File: src/rtl/axis_in_pkg.sv
// axis_in_pkg: shared types and helpers for the AXI-Stream ingress block.
// Provides the ingress FSM state encoding (IDLE/RUN/DRAIN, 2-bit) and a
// constant clog2 used to size FIFO pointers and the level output.
package axis_in_pkg;

  typedef enum logic [1:0] {
    IDLE  = 2'd0,
    RUN   = 2'd1,
    DRAIN = 2'd2
  } state_t;

  // Ceiling log2, usable in parameter/port width expressions.
  function automatic int clog2(input int n);
    int r;
    r = 0;
    for (int v = 1; v < n; v = v * 2) r++;
    return r;
  endfunction

endpackage

File: src/rtl/axis_sync_fifo.sv
// axis_sync_fifo: pDEPTH-entry synchronous FIFO with first-word fall-through head.
// Ports: push_i/wdat_i write side, pop_i/rdat_o read side, full_o/empty_o/level_o status.
// Head data reads as zero while empty so downstream sees clean outputs after reset.
module axis_sync_fifo
  import axis_in_pkg::*;
#(
  parameter int pWIDTH = 33,
  parameter int pDEPTH = 4
) (
  input  logic                     clk,
  input  logic                     rst_n,
  input  logic                     push_i,
  input  logic [pWIDTH-1:0]        wdat_i,
  input  logic                     pop_i,
  output logic [pWIDTH-1:0]        rdat_o,
  output logic                     full_o,
  output logic                     empty_o,
  output logic [clog2(pDEPTH):0]   level_o
);

  localparam int AW = clog2(pDEPTH);

  // One extra pointer bit distinguishes full from empty when the indices match.
  logic [AW:0]       wr_ptr_q;
  logic [AW:0]       rd_ptr_q;
  logic [pWIDTH-1:0] mem_q [pDEPTH];
  logic              wr_en;
  logic              rd_en;

  assign full_o  = (wr_ptr_q[AW] != rd_ptr_q[AW]) &&
                   (wr_ptr_q[AW-1:0] == rd_ptr_q[AW-1:0]);
  assign empty_o = (wr_ptr_q == rd_ptr_q);
  assign level_o = wr_ptr_q - rd_ptr_q;
  assign rdat_o  = empty_o ? '0 : mem_q[rd_ptr_q[AW-1:0]];

  // A full FIFO never accepts, even if the head pops in the same cycle.
  assign wr_en = push_i && !full_o;
  assign rd_en = pop_i && !empty_o;

  always_ff @(posedge clk or negedge rst_n) begin
    if (!rst_n) begin
      wr_ptr_q <= '0;
      rd_ptr_q <= '0;
    end else begin
      if (wr_en) wr_ptr_q <= wr_ptr_q + 1'b1;
      if (rd_en) rd_ptr_q <= rd_ptr_q + 1'b1;
    end
  end

  // Storage is not reset; reset empties the FIFO through the pointers.
  always_ff @(posedge clk) begin
    if (wr_en) mem_q[wr_ptr_q[AW-1:0]] <= wdat_i;
  end

endmodule

File: src/rtl/axis_in_fifo.sv
// axis_in_fifo: AXI-Stream ingress for the FIR dataflow. Buffers {tlast,tdata} in a
// pDEPTH FIFO and presents a valid/ready stream (m_*) to the FIR core; tracks a frame
// from ap_start to the last-sample pop (axis_finish), with sample_cnt and fifo_level.
// Ports: clk/rst_n, ap_start, data_length, s_t* slave, m_* master, axis_finish,
// sample_cnt, fifo_level, len_err.
// Optional frame-length check enabled by defining AXIS_IN_LEN_CHECK_EN.
module axis_in_fifo
  import axis_in_pkg::*;
#(
  parameter int pDATA_WIDTH = 32,
  parameter int pDEPTH      = 4,
  parameter int pCNT_WIDTH  = 16
) (
  input  logic                   clk,
  input  logic                   rst_n,
  input  logic                   ap_start,
  input  logic [pCNT_WIDTH-1:0]  data_length,
  input  logic                   s_tvalid,
  input  logic [pDATA_WIDTH-1:0] s_tdata,
  input  logic                   s_tlast,
  output logic                   s_tready,
  output logic                   m_valid,
  output logic [pDATA_WIDTH-1:0] m_data,
  output logic                   m_last,
  input  logic                   m_ready,
  output logic                   axis_finish,
  output logic [pCNT_WIDTH-1:0]  sample_cnt,
  output logic [clog2(pDEPTH):0] fifo_level,
  output logic                   len_err
);

  state_t                  state_q;
  logic [pCNT_WIDTH-1:0]   sample_cnt_q;
  logic [pCNT_WIDTH-1:0]   sample_cnt_d;
  logic                    axis_finish_q;
  logic                    fifo_full;
  logic                    fifo_empty;
  logic                    push;
  logic                    pop;
  logic                    last_eff;
  logic [pDATA_WIDTH:0]    head;

  // Ready depends only on registered state, never on m_ready.
  assign s_tready = (state_q == RUN) && !fifo_full;
  assign push     = s_tvalid && s_tready;
  assign pop      = m_valid && m_ready;

  assign sample_cnt_d = (&sample_cnt_q) ? sample_cnt_q : sample_cnt_q + 1'b1;

`ifdef AXIS_IN_LEN_CHECK_EN
  logic                  len_err_q;
  logic [pCNT_WIDTH:0]   cnt_next;
  logic                  short_frame;
  logic                  len_reached;

  // Widened so a saturated counter cannot wrap into a false comparison.
  assign cnt_next    = {1'b0, sample_cnt_q} + 1'b1;
  assign short_frame = s_tlast && (cnt_next < {1'b0, data_length});
  // Reaching the programmed length without tlast truncates the frame here.
  assign len_reached = !s_tlast && (cnt_next == {1'b0, data_length});
  assign last_eff    = s_tlast || len_reached;
  assign len_err     = len_err_q;
`else
  logic unused_data_length;
  assign unused_data_length = ^data_length;
  assign last_eff = s_tlast;
  assign len_err  = 1'b0;
`endif

  always_ff @(posedge clk or negedge rst_n) begin
    if (!rst_n) begin
      state_q       <= IDLE;
      sample_cnt_q  <= '0;
      axis_finish_q <= 1'b0;
`ifdef AXIS_IN_LEN_CHECK_EN
      len_err_q     <= 1'b0;
`endif
    end else begin
      axis_finish_q <= pop && m_last;
      case (state_q)
        IDLE: begin
          if (ap_start) begin
            state_q      <= RUN;
            sample_cnt_q <= '0;
`ifdef AXIS_IN_LEN_CHECK_EN
            len_err_q    <= 1'b0;
`endif
          end
        end
        RUN: begin
          if (push) begin
            sample_cnt_q <= sample_cnt_d;
            if (last_eff) state_q <= DRAIN;
`ifdef AXIS_IN_LEN_CHECK_EN
            if (short_frame || len_reached) len_err_q <= 1'b1;
`endif
          end
        end
        DRAIN: begin
          if (pop && m_last) state_q <= IDLE;
        end
        default: state_q <= IDLE;
      endcase
    end
  end

  axis_sync_fifo #(
    .pWIDTH (pDATA_WIDTH + 1),
    .pDEPTH (pDEPTH)
  ) u_fifo (
    .clk     (clk),
    .rst_n   (rst_n),
    .push_i  (push),
    .wdat_i  ({last_eff, s_tdata}),
    .pop_i   (pop),
    .rdat_o  (head),
    .full_o  (fifo_full),
    .empty_o (fifo_empty),
    .level_o (fifo_level)
  );

  assign m_valid     = !fifo_empty;
  assign m_last      = head[pDATA_WIDTH];
  assign m_data      = head[pDATA_WIDTH-1:0];
  assign axis_finish = axis_finish_q;
  assign sample_cnt  = sample_cnt_q;

endmodule

File: config.mk
export PLATFORM = sky130hd
export DESIGN_NAME = axis_in_fifo
export DESIGN_NICKNAME = d
export VERILOG_FILES = /design/src/rtl/axis_in_pkg.sv /design/src/rtl/axis_sync_fifo.sv /design/src/rtl/axis_in_fifo.sv
export SDC_FILE = /design/constraint.sdc
export NUM_CORES = 1
export LEC_CHECK = 0
export CAP_MARGIN = 5
export CORE_AREA = 3 3 120 122
export CTS_CLUSTER_SIZE = 14
export DETAILED_ROUTE_END_ITERATION = 10
export DIE_AREA = 0 0 123 125
export HOLD_SLACK_MARGIN = 0.12
export PLACE_DENSITY = 0.71
export SYNTH_ARGS = -nofsm -noshare
export SYNTH_HDL_FRONTEND = slang
export SYNTH_HIERARCHICAL = 1
export SYNTH_SLANG_ARGS = --single-unit
File: constraint.sdc
create_clock -name clk -period 4.2 [get_ports clk]
set_input_delay 0.63 -clock clk [delete_from_list [all_inputs] [get_ports clk]]
set_output_delay 0.63 -clock clk [all_outputs]
set_load 0.005 [all_outputs]
==> Yosys cells after proc, flatten, opt, wreduce, memory -nomap -nowiden <==
Memories as Yosys holds them, arrays and structs flattened.
Index checks and enable logic that the tools add are counted.
{ "classes": {"addsub": 4, "n_mul": 0, "div": 0, "magnitude_cmp": 0, "n_eq_ne": 10, "n_shift": 0, "muxes": 12, "bitwise_logic": 0, "n_reduce_logical": 14} }
{ "ops": {"columns": ["operator", "n"], "rows": [
  ["$mux 16", 3],
  ["$mux 33", 1],
  ["$pmux 16 s2", 1],
  ["$add 16x1->16 const B", 1],
  ["$reduce_and 16->1", 1],
  ["$mux 2", 4],
  ["$ne 2x2->1 const B", 4],
  ["$reduce_and 4->1", 2],
  ["$logic_and 1x1->1", 7],
  ["$add 3x1->3 const B", 2],
  ["$pmux 2 s3", 1],
  ["$eq 3x3->1", 1],
  ["$sub 3x3->3", 1],
  ["$eq 2x1->1 const B", 1],
  ["$eq 2x2->1", 1],
  ["$eq 2x2->1 const B", 1],
  ["$logic_not 1->1", 2],
  ["$logic_not 2->1", 1],
  ["$mux 1", 2],
  ["$ne 2x1->1 const B", 1],
  ["$reduce_bool 2->1", 1],
  ["$ne 1x1->1", 1]
]} }
{ "totals": {"register_bits": 25, "latch_bits": 0, "ramBits": 132, "mem_bits_ro": 0, "inputBits": 54, "n_memories": 1} }
{ "memory_table": {"columns": ["name", "depth", "word_bits", "read_ports", "rd_ports_with_merged_regs", "write_ports", "line", "source"], "rows": [
  ["u_fifo.mem_q", 4, 33, 1, 0, 1, "axis_sync_fifo.sv:26", "logic [pWIDTH-1:0] mem_q [pDEPTH];"]
]} }

==> Depth between registers and ports, before layout <==
Gate-level depths: netlist of run 1.
{ "depth": {"depth_word": 8, "mapped_depth": 12, "mapped_depth_nobuf": 10} }

==> By module <==
The synthesis of run 1 kept the hierarchy.
{ "by_module_without_submodules": {"columns": ["mod", "n_inst", "cells_per_inst", "area_each_um2", "seq_area_each_um2"], "rows": [
  ["axis_sync_fifo", 1, 253, 5601.6, 4113.9],
  ["axis_in_fifo", 1, 123, 1066.0, 475.5]
]} }

==> Worst setup path before layout of run 1 <==
Ideal clock, no wire load.
{ "synth_path": {"kind": "reg-to-reg", "startpoint": "register u_fifo.rd_ptr_q[1]", "endpoint": "memory u_fifo.mem_q[0][0], enable pin", "setup_ps": 393, "t_arrival_ps": 2594, "path_slack_ps": 1213, "stages_incl_launch_ff": 11, "cell_sequence": "dfrtp_1 buf_2 buf_2 inv_1 ha_1 nand3_1 inv_1 nor2b_1 nand2_1 inv_1 and3_1"} }
{ "synth_via": {"elab_chain_len": 8} }
{ "synth_rtl": {"columns": ["item", "line", "source"], "rows": [
  ["start, declared", "axis_sync_fifo.sv:25", "logic [AW:0] rd_ptr_q;"],
  ["start signal, assigned", "axis_sync_fifo.sv:46", "if (rd_en) rd_ptr_q <= rd_ptr_q + 1'b1;"],
  ["$eq 2x2->1", "axis_sync_fifo.sv:31", "(wr_ptr_q[AW-1:0] == rd_ptr_q[AW-1:0]);"],
  ["$logic_and 1x1->1", "axis_sync_fifo.sv:30", "assign full_o = (wr_ptr_q[AW] != rd_ptr_q[AW]) &&"],
  ["net fifo_full", "axis_in_fifo.sv:36", "logic fifo_full;"],
  ["$logic_not 1->1", "axis_in_fifo.sv:44", "assign s_tready = (state_q == RUN) && !fifo_full;"],
  ["$logic_and 1x1->1", "axis_in_fifo.sv:44", null],
  ["$logic_and 1x1->1", "axis_in_fifo.sv:45", "assign push = s_tvalid && s_tready;"],
  ["net push", "axis_in_fifo.sv:38", "logic push;"],
  ["$logic_and 1x1->1", "axis_sync_fifo.sv:37", "assign wr_en = push_i && !full_o;"],
  ["$mux 1", "axis_sync_fifo.sv:52", "if (wr_en) mem_q[wr_ptr_q[AW-1:0]] <= wdat_i;"],
  ["$mux 1 (not written as such)", "axis_sync_fifo.sv:52", null],
  ["end, declared", "axis_sync_fifo.sv:26", null]
]} }
The timed path passes the listed nets, and every way through them passes these cells.

==> Final worst setup path of run 1 <==
{ "layout_path": {"startpoint": "register u_fifo.wr_ptr_q[0]", "endpoint": "output port m_data[19]"} }
{ "layout_via": {"elab_chain_len": 2} }
{ "layout_rtl": {"columns": ["item", "line", "source"], "rows": [
  ["start, declared", "axis_sync_fifo.sv:24", "logic [AW:0] wr_ptr_q;"],
  ["start signal, assigned", "axis_sync_fifo.sv:45", "if (wr_en) wr_ptr_q <= wr_ptr_q + 1'b1;"],
  ["$eq 3x3->1", "axis_sync_fifo.sv:32", "assign empty_o = (wr_ptr_q == rd_ptr_q);"],
  ["net fifo_empty", "axis_in_fifo.sv:37", "logic fifo_empty;"],
  ["$mux 33", "axis_sync_fifo.sv:34", "assign rdat_o = empty_o ? '0 : mem_q[rd_ptr_q[AW-1:0]];"],
  ["end, declared", "axis_in_fifo.sv:23", "output logic [pDATA_WIDTH-1:0] m_data,"]
]} }
The timed path passes the listed nets, and every way through them passes these cells.

==> out/results.ini, run 1 <==
[outcome]
outcome=finished, final reports clean

[yosys]
yosysTopAreaCellShare=0.5945
yosys.cell_count.top_type=edfxtp_1
yosysTopAreaCell=edfxtp_1
synthArstFlopShare=0.1592
syn_inst=376
synth_flop_cell=edfxtp_1
ys_ff_latch=157
synth_top_family_by_area=multiplexers
synth.distinct_cells=41
yosys.area_share.simple=0.09533
netlist_top_cells_count=edfxtp_1, mux4_2, dfrtp_1
ys_seq_area_frac=0.6883
synthesis.nets=439
yosys-mux-area-fraction=0.1193
synth_edf_count=132
synth_area_leaders=edfxtp_1, mux4_2, dfrtp_1
synth_compound_area_frac=0.04297
synth.cell_area_um2=6668
ys_warn_count=6
synth_adder_area_share=0.01801
synth_xor_area_frac=0.007694
avgSynthCellArea_um2=17.73

[floorplanning]
die-area_um2=15380
coreArea_um2=13300
die_x_um=123
ios=110
rows=42
die_y_um=125
start_util=0.5015

[clock_network]
h-tree-depth=4
cts_tree=yes
cts_sinks=157
clock_path_buffers=2
clock-root-buffer=clkbuf_16
clkTransAtPathRegs_ps=60
post_cts_resized=0
holdBufCountCts=0
numCtsBuffers=17
insertion_delay_ps=420
postCtsSetupRepairBufs=0

[critical_path]
start_kind=flip-flop
rr_worst_depth=8
worstSetupEndpointType=output pin
rrSetupSlack_ps=1260
r2r-start=u_fifo/wr_ptr_q[0]
cp_max_fo=13
reg2reg_to=u_fifo/mem_q[3][4]
worst_ep_required_time_ps=3570
crit_type=flip-flop to output pin
cp.arrival_ps=2940

[detailed_routing]
ant_nets=0
vias_per_cell=5.508
drt_iter0_drc=259
detailroute.via_count=3663
drc=0
wl_per_cell_um=19.12
dr.pass1.iters=4
routed_wl_um=12710

[timing]
drv_slew=0
fin_setup_tns_ps=0
hold_violations=0
rsz0062_at_grt=false
tightest_slew_ps=942.3
period_minus_slack_ps=3567
min_period_over_period=0.8494
timing.fmax_ghz=0.2803
setup_violations=0
slew_headroom=0.3718
skew_ps=7.417

[min_path]
holdPathEnd=sample_cnt[13]
holdCritStartpoint=sample_cnt[13]
min_path_type=flip-flop to flip-flop
min_path_cells=1

[finish]
layout-area-overhead-vs-synth_pct=25.78
drive_gt1_frac=0.1922
fin_nets=539
num_antenna_cells=0
fin_area_um2=8387
regArea_um2=4592
layoutNonFillerInstCount=665
multiInputGateArea_um2=1903
n_fill_cell=951

[power]
power_uw=6222
pwr_density_cell_nw_per_um2=741.8
leakagePower_uw=0.002961
irDropWorstVdd_uv=566.8

[flow_run]
maxCapViolations=0

[global_routing]
overflow=0
grt_antenna_before_repair=1
grt_max_degree=37
track_usage=0.1783
grt_pass1_vias=3820
grt_pass1_wl_um=20380

[place]
place_congestion=0.8070
place_area_um2=7707
dp_hpwl_um=7797
place_inst=632
io_buffers=92

layout by cell type, fill, tap and decap left out, types with 9 or more instances in the layout:
| cell type | Yosys | layout |
|---|---|---|
| edfxtp_1 | 132 | 132 |
| clkdlybuf4s50_1 | 0 | 92 |
| mux4_2 | 29 | 29 |
| dfrtp_1 | 25 | 23 |
| nor2b_1 | 20 | 20 |
| clkbuf_16 | 0 | 17 |
| nand2_1 | 16 | 16 |
| nor2b_4 | 15 | 15 |
| nor2_1 | 12 | 12 |
| a21oi_1 | 12 | 12 |
| o21ai_1 | 12 | 12 |
| inv_1 | 9 | 9 |
logic make-up after synthesis:
kind of cell / Yosys count
AOI/OAI and AO/OA: 49
xor gates and xnor gates: 5
adders and majority gates: 9
buffers and inverters: 26
DFF: 157
muxes: 36
other: 1
and+or+nand+nor: 93
report_power, final:
part	total, uW	internal, uW	switching (uW)
Clock	1670	1100	569
Combinational	2490	1390	1110
Sequential	2060	1950	109
through the flow:
step	hold slack (ps)	util	worst slack [ps]
2_1_floorplan	334.4	-	1213
3_3_place_gp	492.0	0.5797	1083
3_5_place_dp	500.3	0.5797	1058
4_1_cts	511.8	0.6287	575.7
5_1_grt	542.3	0.6308	464.1
6_report	507.4	0.6308	632.7
state kept, by name, indices dropped and copies added (netlist names):
register	flops
u_fifo/mem_q	132
sample_cnt	16
u_fifo/rd_ptr_q	3
u_fifo/wr_ptr_q	3
state_q	2
axis_finish	1
worst max path at each step:
stage                       start                 end  slack [ps]  cells past startpoint
3_5_place_dp   u_fifo/wr_ptr_q[0]          m_data[19]        1060                      7
5_1_grt        u_fifo/wr_ptr_q[0]          m_data[19]         460                      7
2_1_floorplan  u_fifo/rd_ptr_q[1]  u_fifo/mem_q[0][0]        1210                     10
4_1_cts        u_fifo/wr_ptr_q[0]          m_data[19]         580                      7
6_report       u_fifo/wr_ptr_q[0]          m_data[19]         630                      7
3_3_place_gp   u_fifo/wr_ptr_q[0]          m_data[19]        1080                      7
critical path, stage by stage (launching register included):
cell and delay (ps):
dfrtp_1 410, inv_1 110, ha_1 370, nand2_1 190, nor2_4 520, buf_4 350
nor2b_1 100, clkdlybuf4s50_1 460
routing by layer:
layer	GRT usage	part of all wire
met3	0.06188	0.068
met5	0	0.0010
met2	0.2811	0.50
met4	0.06515	0.014
met1	0.2303	0.42
final cells by class:
type,instances,share of cell area
sequential,157,0.5475
multi-input combinational,193,0.2269
timing repair buffer,98,0.1176
clock buffer,18,0.05117
clock inverter,14,0.02656
tap,176,0.02626
inverter,9,0.004028
(Power assumes the default switching activity.)
==> inputs of run 2 (changes only) <==
clock period = 3.68 ns   (was 4.2 ns; I/O delays follow)
==> run 2 against run 1 <==
- register-to-register slack worse by 400 ps
- largest cell class unchanged
- sequential share of layout area increased by 0.22 points
- via count shrank 1.5%
- critical path type unchanged
- wire length shrank 3.6%
==> out/results.ini, run 2 (synthesis gave the netlist of run 1 again) <==
[finish]
fin_area_um2=8353  ; -0.40%
multiInputGateArea_um2=1903  ; unchanged
drive_gt1_frac=0.2049  ; +0.01264
largest_reg_flops=132  ; unchanged
fin_nets=543  ; +0.74%
final_common_cell=edfxtp_1
regArea_um2=4592  ; unchanged
n_fill_cell=945  ; -0.63%
layout-area-overhead-vs-synth_pct=25.28
num_antenna_cells=0  ; unchanged
mostFrequentLayoutCells=edfxtp_1, clkdlybuf4s50_1, mux4_2

[clock_network]
holdBufCountCts=0  ; unchanged
numCtsBuffers=17  ; unchanged
post_cts_resized=0  ; unchanged
h-tree-depth=4  ; unchanged
cts_sinks=157  ; unchanged
clock_path_buffers=2  ; unchanged
postCtsSetupRepairBufs=0  ; unchanged
clkTransAtPathRegs_ps=60  ; about the same
clock-root-buffer=clkbuf_16
insertion_delay_ps=410  ; about the same
cts_tree=yes

[detailed_routing]
vias_per_cell=5.393  ; -2.1%
detailroute.via_count=3608  ; -1.5%
drc=0  ; unchanged
drt_iter0_drc=250  ; -3.5%
dr.pass1.iters=4  ; unchanged
wl_per_cell_um=18.32  ; -4.2%
routed_wl_um=12260  ; -3.6%
ant_nets=0  ; unchanged

[global_routing]
grt_pass1_wl_um=19530  ; -4.2%
track_usage=0.1681  ; -0.01027
grt_pass1_vias=3697  ; -3.2%
overflow=0  ; unchanged
grt_antenna_before_repair=0  ; -1
grt_max_degree=37  ; unchanged

[power]
p_sw_frac=0.2944  ; +0.007314
irDropWorstVdd_uv=517.8  ; -8.6%
pwr-share-comb=0.420  ; +0.019
power_uw=6832  ; +9.8%
sequentialPowerShare=0.342  ; +0.012
switchingPower_uw=2011  ; +13%
pwr_density_cell_nw_per_um2=817.9  ; +10%
pwr-share-clk=0.238  ; -0.031
internal-power_uw=4821  ; +8.7%
leakagePower_uw=0.002949  ; -0.42%

[min_path]
min_path_type=flip-flop to flip-flop
min_path_cells=1  ; unchanged
holdCritStartpoint=sample_cnt[13]
holdPathEnd=sample_cnt[13]

[floorplanning]
die_y_um=125  ; unchanged
die-area_um2=15380  ; unchanged
start_util=0.5015  ; unchanged
die_x_um=123  ; unchanged
rows=42  ; unchanged
coreArea_um2=13300  ; unchanged
ios=110  ; unchanged

[timing]
rsz0062_at_grt=false
drv_slew=0  ; unchanged
timing.fmax_ghz=0.2951
hold_violations=0  ; unchanged
skew_ps=7.242  ; -0.1758 ps
fin_setup_tns_ps=0  ; unchanged
setup_violations=0  ; unchanged
slew_headroom=0.2150  ; -0.1568
tightest_slew_ps=1174  ; +231.5 ps
period_minus_slack_ps=3389
min_period_over_period=0.9209

[flow_run]
maxCapViolations=0  ; unchanged

[outcome]
outcome=finished, final reports clean

[critical_path]
reg2reg_to=u_fifo/mem_q[2][27]
worstSetupEndpointType=output pin
cp.arrival_ps=2840  ; -100 ps
rr_worst_depth=9  ; +1
rrSetupSlack_ps=860  ; -400 ps
crit_type=flip-flop to output pin
r2r-start=u_fifo/wr_ptr_q[0]
worst_ep_required_time_ps=3130  ; -440 ps
cp_max_fo=16  ; +3
start_kind=flip-flop

[place]
io_buffers=92  ; unchanged
place_congestion=0.8067  ; about the same
dp_hpwl_um=7774  ; -0.30%
place_area_um2=7795  ; +1.1%

[run 2: through the flow]
stage	utilization	setup slack [ps]	instances	hold WS (ps)
detailed placement	0.5863	668.4	637	496.2
global route	0.6283	72.92	669	524.2
finish	0.6283	291.0	669	503.5
CTS	0.6283	202.8	669	504.5
global placement	0.5863	734.2	637	493.4
floorplan	-	692.9	376	256.4
[run 2: worst max-delay path by stage]
stage | startpoint | end | slack [ps] | depth (start not counted)
finish | u_fifo/wr_ptr_q[0] | m_data[0] | 290 | 7
global route | u_fifo/wr_ptr_q[0] | m_data[0] | 70 | 7
CTS | u_fifo/wr_ptr_q[0] | m_data[0] | 200 | 7
detailed placement | u_fifo/wr_ptr_q[0] | m_data[1] | 670 | 7
global placement | u_fifo/wr_ptr_q[0] | m_data[0] | 730 | 7
floorplan | u_fifo/rd_ptr_q[1] | u_fifo/mem_q[0][0] | 690 | 10
[run 2: per-layer routing]
metal  vias up  part of all wire  wire length, um  GRT usage
met2       116              0.50             6179     0.2631
met1      1804              0.42             5177     0.2249
met4         0            0.0090              110    0.05016
met5         -                 0                0          0
li1       1679                 -                -          -
met3         9             0.064              788    0.05736
[run 2: layout make-up]
cell class | count | area share
clock buffers | 19 | 0.05183
clock inverters | 13 | 0.01498
inverters | 9 | 0.004044
multi-input cells | 193 | 0.2278
flip-flops and latches | 157 | 0.5497
well taps | 176 | 0.02636
repair buffers | 102 | 0.1252
[run 2: power by group through the flow]
| stage | Combinational, uW | Sequential [uW] | Clock, uW |
|---|---|---|---|
| 2_1_floorplan | 1720 | 2340 | 0 |
| 6_report | 2870 | 2340 | 1630 |
| 5_1_grt | 3120 | 2360 | 1740 |
| 3_5_place_dp | 2920 | 2370 | 0 |
| 4_1_cts | 2940 | 2340 | 1660 |
| 3_3_place_gp | 2900 | 2350 | 0 |
[run 2: critical path, cell delays in order (launching register included)]
cell,delay [ps]
dfrtp_1,410
inv_1,100
ha_1,370
nand2_1,180
nor2_4,510
buf_4,330
nor2b_1,70
clkdlybuf4s50_1,440
==> inputs of run 3 (changes only) <==
SLEW_MARGIN = 20   (was default)
==> run 3 against run 2 <==
- sequential power barely moved
- final area decreased by 0.36%
- highest routed layer unchanged
- clock skew about the same
- combinational power barely moved
- count of clock-buffer cells in the layout fell by 1
==> out/results.ini, run 3 (synthesis gave the netlist of run 1 again) <==
[outcome]
outcome=finished, final reports clean

[critical_path]
start_kind=flip-flop
startpoint=u_fifo/wr_ptr_q[0]
reg2reg_to=u_fifo/mem_q[2][14]
r2r-start=u_fifo/wr_ptr_q[0]
rr_worst_depth=9  ; unchanged
worst_ep_required_time_ps=3130  ; about the same
worstSetupEndpointType=output pin
cp_max_fo=16  ; unchanged
cp.arrival_ps=2830  ; about the same
crit_type=flip-flop to output pin
rrSetupSlack_ps=860  ; about the same

[timing]
setup_violations=0  ; unchanged
min_period_over_period=0.9189  ; -0.002069
period_minus_slack_ps=3381  ; -7.615 ps
rsz0062_at_grt=false
fin_setup_tns_ps=0  ; unchanged
drv_slew=0  ; unchanged
timing.fmax_ghz=0.2957  ; +0.23%
tightest_slew_ps=685.5  ; -488.3 ps
slew_headroom=0.5430  ; +0.3280
layout_setup_ws_ps=298.6  ; +7.615 ps
skew_ps=6.970  ; -0.2717 ps
hold_violations=0  ; unchanged

[floorplanning]
die_x_um=123  ; unchanged
rows=42  ; unchanged
start_util=0.5015  ; unchanged
coreArea_um2=13300  ; unchanged
ios=110  ; unchanged
die-area_um2=15380  ; unchanged
die_y_um=125  ; unchanged

[clock_network]
clock-root-buffer=clkbuf_16
post_cts_resized=0  ; unchanged
postCtsSetupRepairBufs=0  ; unchanged
clock_path_buffers=2  ; unchanged
clkTransAtPathRegs_ps=60  ; about the same
insertion_delay_ps=410  ; about the same
cts_tree=yes
cts_sinks=157  ; unchanged
h-tree-depth=4  ; unchanged
holdBufCountCts=0  ; unchanged
numCtsBuffers=17  ; unchanged

[detailed_routing]
drt_iter0_drc=230  ; -8.0%
detailroute.via_count=3621  ; +0.36%
drc=0  ; unchanged
dr.pass1.iters=4  ; unchanged
ant_nets=0  ; unchanged
wl_per_cell_um=18.40  ; +0.43%
routed_wl_um=12310  ; +0.43%
vias_per_cell=5.413  ; +0.36%

[power]
irDropWorstVdd_uv=487.9  ; -5.8%
power_uw=6763  ; -1.0%
leakagePower_uw=0.002939  ; -0.33%
pwr_density_cell_nw_per_um2=812.6  ; -0.65%

[place]
io_buffers=92  ; unchanged
place_congestion=0.8067  ; unchanged
place_area_um2=7790  ; about the same
dp_hpwl_um=7785  ; +0.14%
place_ws_ps=677.0  ; +8.574 ps

[min_path]
min_path_type=input port to asynchronous set/reset pin

[finish]
num_antenna_cells=0  ; unchanged
final_common_cell=edfxtp_1
fin_nets=543  ; unchanged
layout-area-overhead-vs-synth_pct=24.83
largest_reg_flops=132  ; unchanged
fin_area_um2=8323  ; -0.36%
drive_gt1_frac=0.2069  ; +0.002028
mostFrequentLayoutCells=edfxtp_1, clkdlybuf4s50_1, mux4_2

[global_routing]
track_usage=0.1693  ; +0.001224
grt_pass1_vias=3719  ; +0.60%
grt_pass1_wl_um=19680  ; +0.74%
overflow=0  ; unchanged
grt_max_degree=37  ; unchanged
grt_antenna_before_repair=0  ; unchanged

[flow_run]
maxCapViolations=0  ; unchanged

[run 3: cell types whose count changed in the layout (fill, tap and decap cells not counted), sizes merged]
cell | before | now
clkinv | 8 | 10
buf | 10 | 11
bufinv | 2 | 1
clkbuf | 19 | 18
clkdlybuf4s50 | 92 | 91
[run 3: how the worst max path moves through the flow]
stage                               to  slack [ps]  cells after the start
floorplan           u_fifo/mem_q[0][0]         690                     10
global placement             m_data[0]         730                      7
detailed placement           m_data[1]         680                      7
CTS                          m_data[1]         210                      7
global route                 m_data[0]          90                      7
finish                       m_data[1]         300                      7
[run 3: where the power goes]
part           switching, uW  internal, uW  total [uW]
clock network            642           915        1560
registers                121          2220        2340
logic                   1250          1620        2870
total                   2010          4750        6760
[run 3: metal layers]
metal  vias to the layer above  GRT usage  part of all wire
li1                       1680          -                 -
met1                      1834     0.2293              0.43
met2                       105     0.2638              0.50
met3                         2    0.05736             0.063
met4                         0    0.04821            0.0032
met5                         -          0                 0
[run 3: stage by stage]
| step | cells | hold WS, ps | utilization |
|---|---|---|---|
| 6_report | 669 | 141.2 | 0.6260 |
| 2_1_floorplan | 376 | 256.4 | - |
| 4_1_cts | 669 | 143.6 | 0.6260 |
| 5_1_grt | 669 | 169.2 | 0.6260 |
| 3_3_place_gp | 637 | 493.4 | 0.5863 |
| 3_5_place_dp | 637 | 496.2 | 0.5859 |
[run 3: layout make-up]
cell class,count,area [um2]
Clock buffer,18,429.2
Clock inverter,14,103.9
Fill cell,952,4972
Inverter,9,33.78
Multi-Input combinational cell,193,1903
Sequential cell,157,4592
Tap cell,176,220.2
Timing Repair Buffer,102,1041
[run 3: critical path, stage by stage (launching register included)]
cell	delay, ps
dfrtp_1	410
inv_1	100
ha_1	370
nand2_1	180
nor2_4	510
buf_4	330
nor2b_1	70
clkdlybuf4s50_1	440
